===== config.mk =====
export PLATFORM = sky130hd
export DESIGN_NAME = ft_module
export DESIGN_NICKNAME = d
export VERILOG_FILES = /design/src/rtl/ft_pkg.sv /design/src/rtl/ft_checkpoint_rf.sv /design/src/rtl/ft_module.sv
export SDC_FILE = /design/constraint.sdc
export NUM_CORES = 1
export LEC_CHECK = 0
export ABC_CLOCK_PERIOD_IN_PS = 12200
export BUFFER_PORTS_ARGS = -buffer_cell sky130_fd_sc_hd__buf_2
export CAP_MARGIN = 20
export CELL_PAD_IN_SITES_DETAIL_PLACEMENT = 0
export CELL_PAD_IN_SITES_GLOBAL_PLACEMENT = 1
export CORE_MARGIN = 1.5
export CORE_UTILIZATION = 56
export DETAILED_ROUTE_END_ITERATION = 10
export PLACE_DENSITY = 0.95
export REMOVE_ABC_BUFFERS = 1
export SYNTH_ARGS = -nofsm -noshare
export SYNTH_HDL_FRONTEND = slang
export SYNTH_HIERARCHICAL = 1
export SYNTH_SLANG_ARGS = --single-unit

===== constraint.sdc =====
create_clock -name clk_i -period 12.2 [get_ports clk_i]
set_clock_uncertainty 0.1 [all_clocks]
set_input_delay 3.66 -clock clk_i [delete_from_list [all_inputs] [get_ports clk_i]]
set_output_delay 3.66 -clock clk_i [all_outputs]
set_load 0.03 [all_outputs]

===== src/rtl/ft_pkg.sv =====
// Fault-tolerance checkpoint package.
// Holds the recovery FSM state encoding and default widths.
package ft_pkg;

  localparam int ADDR_W = 5;
  localparam int DATA_W = 2 ** ADDR_W;

  typedef enum logic [2:0] {
    ST_IDLE,
    ST_HALT,
    ST_RESET,
    ST_RESTORE,
    ST_RESUME
  } state_t;

endpackage


===== src/rtl/ft_checkpoint_rf.sv =====
// Checkpoint register file: one sync write port, one async read port.
// Ports: clk, rst (sync, clears all entries), we/waddr/wdata, raddr/rdata.
import ft_pkg::*;

module ft_checkpoint_rf #(
  parameter int ADDR_WIDTH = ADDR_W,
  parameter int DATA_WIDTH = DATA_W
) (
  input  logic                  clk,
  input  logic                  rst,
  input  logic                  we,
  input  logic [ADDR_WIDTH-1:0] waddr,
  input  logic [DATA_WIDTH-1:0] wdata,
  input  logic [ADDR_WIDTH-1:0] raddr,
  output logic [DATA_WIDTH-1:0] rdata
);

  localparam int DEPTH = 2 ** ADDR_WIDTH;

  logic [DATA_WIDTH-1:0] mem [DEPTH];

  always_ff @(posedge clk) begin
    if (rst) begin
      for (int i = 0; i < DEPTH; i++)
        mem[i] <= '0;
    end else if (we) begin
      mem[waddr] <= wdata;
    end
  end

  assign rdata = mem[raddr];

endmodule


===== src/rtl/ft_module.sv =====
// Lockstep fault-tolerance unit: checkpoints good writes and PC, and on a
// core A/B mismatch halts, resets and replays the register file to the cores.
// Ports: clk_i, rst_i; core A/B write ports; spc_i/spc_o PC checkpoint;
// addr_o/data_o restore stream; halt_o, resume_o, shift_o, reset_o controls.
import ft_pkg::*;

module ft_module #(
  parameter int ADDR_WIDTH = ADDR_W,
  parameter int DATA_WIDTH = 2 ** ADDR_WIDTH
) (
  input  logic                  clk_i,
  input  logic                  rst_i,
  input  logic                  we_a_i,
  input  logic                  we_b_i,
  input  logic [ADDR_WIDTH-1:0] addr_a_i,
  input  logic [ADDR_WIDTH-1:0] addr_b_i,
  input  logic [DATA_WIDTH-1:0] data_a_i,
  input  logic [DATA_WIDTH-1:0] data_b_i,
  input  logic [DATA_WIDTH-1:0] spc_i,
  output logic [DATA_WIDTH-1:0] spc_o,
  output logic [ADDR_WIDTH-1:0] addr_o,
  output logic [DATA_WIDTH-1:0] data_o,
  output logic                  halt_o,
  output logic                  resume_o,
  output logic                  shift_o,
  output logic                  reset_o
);

  state_t                state;
  logic [ADDR_WIDTH-1:0] cnt;
  logic [DATA_WIDTH-1:0] pc;
  logic [DATA_WIDTH-1:0] rdata;
  logic                  mismatch;
  logic                  good;
  logic                  idle;

  assign mismatch = (we_a_i != we_b_i) ||
                    (we_a_i && we_b_i &&
                     ((addr_a_i != addr_b_i) ||
                      (data_a_i != data_b_i)));
  assign good = we_a_i && we_b_i && !mismatch;
  assign idle = (state == ST_IDLE);

  // Writes land only while the cores are trusted (IDLE).
  ft_checkpoint_rf #(
    .ADDR_WIDTH(ADDR_WIDTH),
    .DATA_WIDTH(DATA_WIDTH)
  ) u_rf (
    .clk   (clk_i),
    .rst   (rst_i),
    .we    (idle && good),
    .waddr (addr_a_i),
    .wdata (data_a_i),
    .raddr (cnt),
    .rdata (rdata)
  );

  always_ff @(posedge clk_i) begin
    if (rst_i) begin
      state <= ST_IDLE;
      cnt   <= '0;
      pc    <= '0;
    end else begin
      case (state)
        ST_IDLE: begin
          if (mismatch) state <= ST_HALT;
          else          pc    <= spc_i;
        end
        ST_HALT:  state <= ST_RESET;
        ST_RESET: state <= ST_RESTORE;
        ST_RESTORE: begin
          // Counter wraps to 0 naturally on the last entry.
          cnt <= cnt + 1'b1;
          if (cnt == '1) state <= ST_RESUME;
        end
        ST_RESUME: state <= ST_IDLE;
        default:   state <= ST_IDLE;
      endcase
    end
  end

  assign halt_o   = (state == ST_HALT) ||
                    (state == ST_RESET) ||
                    (state == ST_RESTORE);
  assign reset_o  = (state == ST_RESET);
  assign shift_o  = (state == ST_RESTORE);
  assign resume_o = (state == ST_RESUME);
  assign addr_o   = shift_o ? cnt : '0;
  assign data_o   = shift_o ? rdata : '0;
  assign spc_o    = pc;

endmodule


Word-level counts from Yosys, hierarchy flattened:

Memories as Yosys holds them, arrays and structs flattened. A register that Yosys moved wholly into a read port is not among the register bits.
Index checks and enable logic that the tools add are counted.
W data, S select, Z words.

* bits in registers: 40
* bits in latches: 0
* memory bits (writable): 1024
* memory bits (read-only): 0
* output and inout bits: 73
* word-level logic and storage cells: 44
* memories: 1

Memory list
* u_rf.mem: words 32, width 32, rd ports 1, clocked after memory_dff 1, wr ports 32, line ft_checkpoint_rf.sv:20 `logic [DATA_WIDTH-1:0] mem [DEPTH];`

* add/sub/neg operators: 1
* multiply operators: 0
* divide/modulo/power cells: 0
* order comparisons: 0
* equal/unequal tests: 10
* shift-type cells: 0
* multiplexer cells: 15
* bitwise logic cells: 1
* reduce and logical (&&, ||, !) cells: 13

Operator list (number)
* $mux W32: 2
* $ne A32 B32 Y1: 1
* $reduce_or A32 Y1: 1
* $mux W5: 4
* $pmux W3 S4: 1
* $eq A3 B2 Y1 const B: 2
* $mux W1: 6
* $mux W3: 2
* $add A5 B1 Y5 const B: 1
* $eq A5 B5 Y1 const B: 1
* $ne A5 B5 Y1: 1
* $logic_and A1 B1 Y1: 4
* $logic_or A1 B1 Y1: 4
* $reduce_and A2 Y1: 2
* $eq A3 B1 Y1 const B: 1
* $eq A3 B3 Y1 const B: 1
* $logic_not A3 Y1: 1
* $ne A2 B1 Y1 const B: 1
* $ne A2 B2 Y1 const B: 1
* $logic_not A1 Y1: 1
* $ne A1 B1 Y1: 1
* $not A1 Y1: 1

Depth between registers and ports, before layout:

Gate-level depths: netlist of run 1.

* word-level depth: 12
* gate-level depth with buffers: 14
* depth with buffers taken out: 11

Hierarchy:

The synthesis of run 1 kept the hierarchy.

Modules (own cells, without submodules)
* ft_checkpoint_rf: instances 1, cells an instance 3482, area each 47548.1 um2, sequential area each 30749.5 um2
* ft_module: instances 1, cells an instance 395, area each 3034.2 um2, sequential area each 800.8 um2

Worst setup path after synthesis of run 1:

No wires, ideal clock.

* path kind: input port to flip-flop
* from: in we_a_i
* to: mem u_rf/mem[12][0] in the netlist's numbering (enable)
* library setup time: 0.375 ns
* arrival: 6.575 ns
* slack: 5.151 ns
* cell stages on the path: 13
* cell sequence: ha_1 -> or4_4 -> nor4_2 -> nand4_1 -> buf_2 -> buf_6 -> nor3_1 -> and2_1 -> nand2b_1 -> or3_4 -> buf_8 -> nor2_8 -> or2_2

RTL lines
* start: declaration: line ft_module.sv:13 `input logic we_a_i,`
* end: declaration: line ft_checkpoint_rf.sv:20

==> results by group, run 1 <==
Yosys
  • Xor/xnor share of the synthesized area: 0.693%
  • Yosys warns: 6
  • Post-synth EDFFs: 1024
  • Yosys top cell by area: edfxtp_1
  • Cell area after synthesis: 0.0506 mm2
  • Netlist cell types: 46
  • Top-area cell type share of the netlist area: 60.8%
  • Multiplexer share of the synthesized area: 10.2%
  • Top-count cell post-synth: and2_1
  • Cell count after synthesis: 3877
  • Async SR Flop Fraction: 0%
  • Main combinational cell family by area after synthesis: simple AND/OR/NAND/NOR gates
  • #FFs+latches synth: 1064
  • Synth area leaders: edfxtp_1 61%, and2_1 13%, mux2i_1 10%, clkbuf_1 1.6%, dfxtp_1 1.6%
  • Simple-gate share of the synthesized area: 18.2%
  • Main synth FF type: edfxtp_1
  • Top cells by count, synth: 1064 x and2_1, 1024 x edfxtp_1, 514 x mux2i_1
  • Compound-Gate Fraction of Synth Area: 4.77%
  • Register area share after synthesis: 62.4%
  • Syn_area_per_cell: 13.0 um2
  • Area share of fa/ha/maj cells after synthesis: 0.0742%

Clocking
  • CTS tree: built
  • TritonCTS Buffers: 106
  • Hold bufs inserted after CTS: 0
  • Clock Path Buffers: 3
  • Total setup buffers inserted after CTS: 0
  • CTS Root Cell: clkbuf_16
  • CTS Sinks: 1064
  • Clock-pin slew on the worst setup and hold paths: 0.06 ns
  • Skew-Pair Late Insertion Delay: 0.68 ns
  • CTS H-tree lvls: 3
  • CTS-repair resized insts: 0

Final layout
  • Layout net count: 3990
  • Final core utilization: 61.6%
  • P&R area growth vs syn: 9.20%
  • Layout cells sized above 1: 12.3%
  • Fin area: 0.0552 mm2
  • Layout filler cell count: 6645
  • Final cell count without fillers: 5146

Min path
  • Worst Hold End: spc_o[11]
  • Hold path cells: 3
  • Hold Path Class: reg2reg
  • Hold Crit Start: spc_o[11]

Placement
  • Final GP Congestion: 0.876
  • Post-Place Cells: 4943
  • Placed cell areas: 0.0518 mm2
  • Dpl hpwl: 78900 um
  • Pre-CTS WS: 3.70 ns
  • Port Buffer Count: 182

Critical path
  • Worst r2r dst: u_rf/mem[7][23]
  • Critical Path Fanout Max: 63
  • Crit path buf inv count: 3
  • Reg-to-reg setup timing slack: 7.32 ns
  • CP required: 8.44 ns
  • Crit-path cells: nor2_4 -> buf_4 -> buf_4 -> nand2_1 -> a31oi_1 -> nand3_1 -> and2_1 -> buf_2
  • Top delay family on crit path: buffers and inverters
  • Critical path endpoint category: output pin
  • CP Class: reg2out
  • Crit path launch type: flip-flop
  • CP dominant cell by count: buf_4
  • Critical Path Max Stage Delay: 0.80 ns
  • Slowest cell on crit path: nor2_4
  • Crit path DAT: 4.60 ns
  • Reg2Reg Launch Point: state[2]
  • FF-to-FF path depth: 9

Timing
  • Final Setup Violations: 0
  • Slew @ Worst Pin: 1.05 ns
  • Ratio of final minimum period to clock period: 68.6%
  • Final Max Tran Viols: 0
  • Slew margin rel.: 29.9%
  • Setup ws final: 3.84 ns
  • Final Hold Fails: 0
  • Minimum clock period: 8.36 ns
  • RSZ-0062 raised after global routing: no
  • FMAX: 120 MHz

Pwr
  • PwrDens: 144 mW/mm2
  • Leak: 19.7 nW
  • Maximum vdd drop: 108 uV
  • Power, Total: 0.00797 W

Floorplan
  • Core Box Area: 0.0897 mm2
  • DIE AREA: 0.0921 mm2
  • Die Wd: 304 um
  • Die Ht: 304 um
  • Row count: 110
  • Top Ports: 183
  • Initial Utilization: 56.4%

Detailed routing
  • ANT nets after route: 0
  • Pre-antenna DRT Iters: 6
  • Initial DRC Count: 3605
  • Vias/cell: 6.04
  • Drt wl/cell: 26.0 um
  • Vias: 31100
  • Post-Route WL: 134000 um
  • DRC: 0

Global routing
  • Grt ovf: 0
  • Initial antenna violation count: 7
  • Vias in the first global route: 29800
  • First-pass GRT wire length: 193000 um
  • GRT Total Usage: 28.7%
  • Pin count of the biggest net entering global routing: 113

Flow run
  • Max_cap viols: 0

Outcome
  • Outcome: finished, final reports clean
worst reg2reg max path, delay by kind of cell, from the launching register on:
family	cells	cell delay, ns
DFF	1	0.40
and+or+nand+nor	9	3.98
logic make-up after synthesis:
family                   after synthesis
AND/OR/NAND/NOR                     1537
XOR/XNOR                              40
buffers and inverters                366
AO/OA/AOI/OAI                        353
flip-flops                          1064
adder cells (fa/ha/maj)                3
multiplexers                         514
layout by cell type, fill, tap and decap left out, types with 34 or more instances in the layout:
cell type / synthesis / final
nor3_1: 34 / 34
buf_4: 25 / 70
a22o_1: 64 / 64
xor2_1: 39 / 39
a21oi_1: 96 / 96
a22oi_1: 96 / 96
nand2_1: 133 / 133
clkbuf_16: 0 / 106
mux2i_1: 514 / 514
and2_1: 1064 / 1063
dfxtp_1: 40 / 39
edfxtp_1: 1024 / 1024
buf_2: 41 / 182
nand3_1: 129 / 129
power breakdown:
group	internal, W	switching, W	leakage (nW)	total [W]
Clock	0.00184	0.00138	1.65	0.00322
Sequential	0.00413	0.0000470	10.9	0.00418
Combinational	0.000151	0.000415	7.11	0.000566
Total	0.00612	0.00185	19.7	0.00797
sequential cells by signal (all words and copies together) (netlist names):
| name | flops |
|---|---|
| cnt | 5 |
| spc_o | 32 |
| state | 3 |
| u_rf/mem | 1024 |
final cells by class:
cell class              count  area [um2]  area share [%]
flip-flops and latches   1064       31600            57.1
multi-input cells        2447       17200            31.2
clock buffers             129        2740            4.96
repair buffers            257        1540            2.80
well taps                1176        1470            2.66
clock inverters            65         674            1.22
diodes                      7        17.5          0.0317
inverters                   1        3.75         0.00680
metrics by stage:
step                      hold slack (ns)  setup TNS, ns
after floorplan                     0.399        -372.97
after global placement              0.495              0
after detailed placement            0.508              0
after CTS                           0.524              0
after global routing                0.560              0
final                               0.519              0
per-layer routing:
layer	part of all wire, %	global-route usage [%]	wire length, um	vias to the layer above
li1	-	-	-	13900
met4	4.0	12.0	5390	6
met5	0.025	0	34	-
met2	46	44.7	61400	1536
met1	40	39.5	53100	15400
met3	10	5.95	14000	228
worst max path at each step:
| stage | end | startpoint | cells past startpoint | slack (ns) |
|---|---|---|---|---|
| 6_report | data_o[0] | cnt[0] | 8 | 3.84 |
| 5_1_grt | data_o[26] | cnt[2] | 9 | 3.80 |
| 4_1_cts | data_o[4] | cnt[1] | 8 | 3.75 |
| 3_5_place_dp | u_rf/mem[7][5] | data_a_i[0] | 11 | 3.70 |
| 3_3_place_gp | u_rf/mem[7][15] | data_a_i[19] | 11 | 3.83 |
| 2_1_floorplan | data_o[0] | cnt[1] | 6 | -9.92 |
Note: power is estimated with default switching activity, not from simulation.
==> run 2, diff against run 1 <==
--- a/config.mk
+++ b/config.mk
@@ -5,15 +5,15 @@
 export SDC_FILE = /design/constraint.sdc
 export NUM_CORES = 1
 export LEC_CHECK = 0
-export ABC_CLOCK_PERIOD_IN_PS = 12200
+export ABC_CLOCK_PERIOD_IN_PS = 8400
 export BUFFER_PORTS_ARGS = -buffer_cell sky130_fd_sc_hd__buf_2
 export CAP_MARGIN = 20
 export CELL_PAD_IN_SITES_DETAIL_PLACEMENT = 0
 export CELL_PAD_IN_SITES_GLOBAL_PLACEMENT = 1
 export CORE_MARGIN = 1.5
-export CORE_UTILIZATION = 56
+export CORE_UTILIZATION = 52
 export DETAILED_ROUTE_END_ITERATION = 10
-export PLACE_DENSITY = 0.95
+export PLACE_DENSITY = 0.9
 export REMOVE_ABC_BUFFERS = 1
 export SYNTH_ARGS = -nofsm -noshare
 export SYNTH_HDL_FRONTEND = slang
==> constraint.sdc (replaced) <==
create_clock -name clk_i -period 8.4 [get_ports clk_i]
set_clock_uncertainty 0.1 [all_clocks]
set_input_delay 2.52 -clock clk_i [delete_from_list [all_inputs] [get_ports clk_i]]
set_output_delay 2.52 -clock clk_i [all_outputs]
set_load 0.03 [all_outputs]
==> run 2 against run 1 <==
Combinational power increased by 45%. Non-clock buffer count grew 4. Final area grew 0.24%. Sequential power grew 45%. Register-to-register slack got worse by 3.6 ns. Largest cell class unchanged.
==> results by group, run 2 (synthesis results as in run 1) <==
Floorplan
  • Initial Utilization: 52.4% (-4.0 points)
  • Die Ht: 315 um (+3.7%)
  • Row count: 114 (+3.6%)
  • Top Ports: 183 (unchanged)
  • Die Wd: 315 um (+3.7%)
  • DIE AREA: 0.0992 mm2 (+7.6%)
  • Core Box Area: 0.0966 mm2 (+7.6%)

Min path
  • Hold path cells: 2 (-1)
  • Hold Path Class: reg2reg

Detailed routing
  • Initial DRC Count: 3092 (-14%)
  • Vias/cell: 5.89 (-2.5%)
  • Pre-antenna DRT Iters: 6 (unchanged)
  • Drt wl/cell: 25.5 um (-2.2%)
  • DRC: 0 (unchanged)
  • ANT nets after route: 0 (unchanged)
  • Vias: 30900 (-0.62%)
  • Post-Route WL: 134000 um (-0.22%)

Critical path
  • Critical Path Max Stage Delay: 0.84 ns (+0.04 ns)
  • Critical Path Fanout Max: 65 (+3.2%)
  • CP dominant cell by count: nand3_1
  • Slowest cell on crit path: nor2_4
  • FF-to-FF path depth: 11 (+2)
  • Crit path launch type: flip-flop
  • CP Class: reg2out
  • Crit-path cells: nor2_4 -> buf_4 -> a22oi_1 -> nand3_1 -> nand3_1 -> and2_1 -> buf_2
  • CP required: 5.78 ns (-2.66 ns)
  • Critical path endpoint category: output pin
  • Crit path DAT: 4.13 ns (-0.47 ns)

Final layout
  • Largest Register: u_rf/mem
  • Footprint of the multi-input gates: 0.0172 mm2 (unchanged)
  • Most frequent cells in the layout: 1063 x and2_1, 1024 x edfxtp_1, 514 x mux2i_1
  • Reg area: 0.0316 mm2 (unchanged)
  • Commonest non-fill, non-tap cell in the layout: and2_1
  • Final cell count without fillers: 5248 (+2.0%)
  • Layout filler cell count: 7500 (+13%)
  • Layout net count: 3993 (+0.075%)
  • Layout cells sized above 1: 12.6% (+0.31 points)
  • P&R area growth vs syn: 9.46%
  • Largest register FFs: 1024 (unchanged)

Placement
  • Port Buffer Count: 182 (unchanged)
  • Post-Place Cells: 5049 (+2.1%)
  • Pre-CTS WS: 1.36 ns (-2.34 ns)
  • Final GP Congestion: 0.861 (-1.7%)
  • Dpl hpwl: 81900 um (+3.8%)

Flow run
  • Max_cap viols: 0 (unchanged)

Clocking
  • Skew-Pair Late Insertion Delay: 0.68 ns (about the same)
  • CTS tree: built
  • Clock-pin slew on the worst setup and hold paths: 0.07 ns (about the same)
  • CTS Root Cell: clkbuf_16
  • Hold bufs inserted after CTS: 0 (unchanged)
  • CTS-repair resized insts: 0 (unchanged)
  • Total setup buffers inserted after CTS: 0 (unchanged)
  • CTS H-tree lvls: 3 (unchanged)
  • TritonCTS Buffers: 105 (-0.94%)
  • CTS Sinks: 1064 (unchanged)
  • Clock Path Buffers: 3 (unchanged)

Timing
  • RSZ-0062 raised after global routing: no
  • Slew @ Worst Pin: 1.14 ns (+0.0872 ns)
  • Final Hold Fails: 0 (unchanged)
  • Minimum clock period: 6.75 ns
  • Slew margin rel.: 24.1% (-5.8 points)
  • Ratio of final minimum period to clock period: 80.3%
  • Setup tns final: 0 ns (unchanged)
  • Final Setup Violations: 0 (unchanged)
  • Hold WS: 0.517 ns (-0.00167 ns)
  • Final Max Tran Viols: 0 (unchanged)
  • Setup ws final: 1.65 ns (-2.18 ns)
  • FMAX: 148 MHz

Global routing
  • Vias in the first global route: 29800 (+0.18%)
  • Initial antenna violation count: 7 (unchanged)
  • Pin count of the biggest net entering global routing: 117 (+3.5%)
  • Grt ovf: 0 (unchanged)
  • First-pass GRT wire length: 195000 um (+1.0%)
  • GRT Total Usage: 26.7% (-2.0 points)

Pwr
  • Leak: 19.7 nW (about the same)
  • Maximum vdd drop: 171 uV (+58%)
  • Power, Total: 0.0115 W (+44%)
  • PwrDens: 208 mW/mm2 (+44%)

Outcome
  • Outcome: finished, final reports clean
==> run 2: changes by cell type in the layout (fill, tap and decap cells not counted), sizes merged <==
| cell | previous run | this run |
|---|---|---|
| buf | 257 | 261 |
| bufinv | 11 | 9 |
| clkbuf | 129 | 130 |
| clkinv | 44 | 40 |
| diode | 7 | 3 |
| inv | 6 | 13 |
==> run 2: routing by layer <==
layer	global-route usage (%)	routed length, um	vias up
li1	-	-	13900
met1	36.1	54300	15300
met2	43.6	63900	1409
met3	4.55	11100	202
met4	9.51	4380	6
met5	0	35	-
==> run 2: report_power, final <==
group / internal [W] / leakage, nW / switching, W
clock network: 0.00261 / 1.65 / 0.00201
logic: 0.000218 / 7.14 / 0.000599
registers: 0.00600 / 10.9 / 0.0000659
==> run 2: area by class of cell <==
class,count,area share [%]
repair buffers,261,2.90
well taps,1276,2.88
inverters,1,0.00678
clock inverters,66,1.13
flip-flops and latches,1064,57.0
multi-input cells,2447,31.1
clock buffers,130,4.95
diodes,3,0.0136
==> run 2: through the flow <==
stage / instance area, um2 / utilization (%)
2_1_floorplan: 48700 / -
3_3_place_gp: 52000 / 53.8
3_5_place_dp: 52000 / 53.8
4_1_cts: 55400 / 57.3
5_1_grt: 55400 / 57.3
6_report: 55400 / 57.3
==> run 2: worst max-delay path, delay by kind of cell, from the launching register on <==
kind | cells | cell delay, ns
DFF | 1 | 0.43
AOI/OAI and AO/OA | 1 | 0.41
and+or+nand+nor | 4 | 1.45
buffers and inverters | 2 | 0.99
==> run 2: path summary, 6_finish.rpt <==
check	startpoint	slack, ns	to
setup / recovery	cnt[0]	1.65	data_o[4]
hold / removal	cnt[4]	0.52	cnt[4]
setup reg to reg	state[2]	3.69	u_rf/mem[2][30]
hold reg to reg	cnt[4]	0.52	cnt[4]
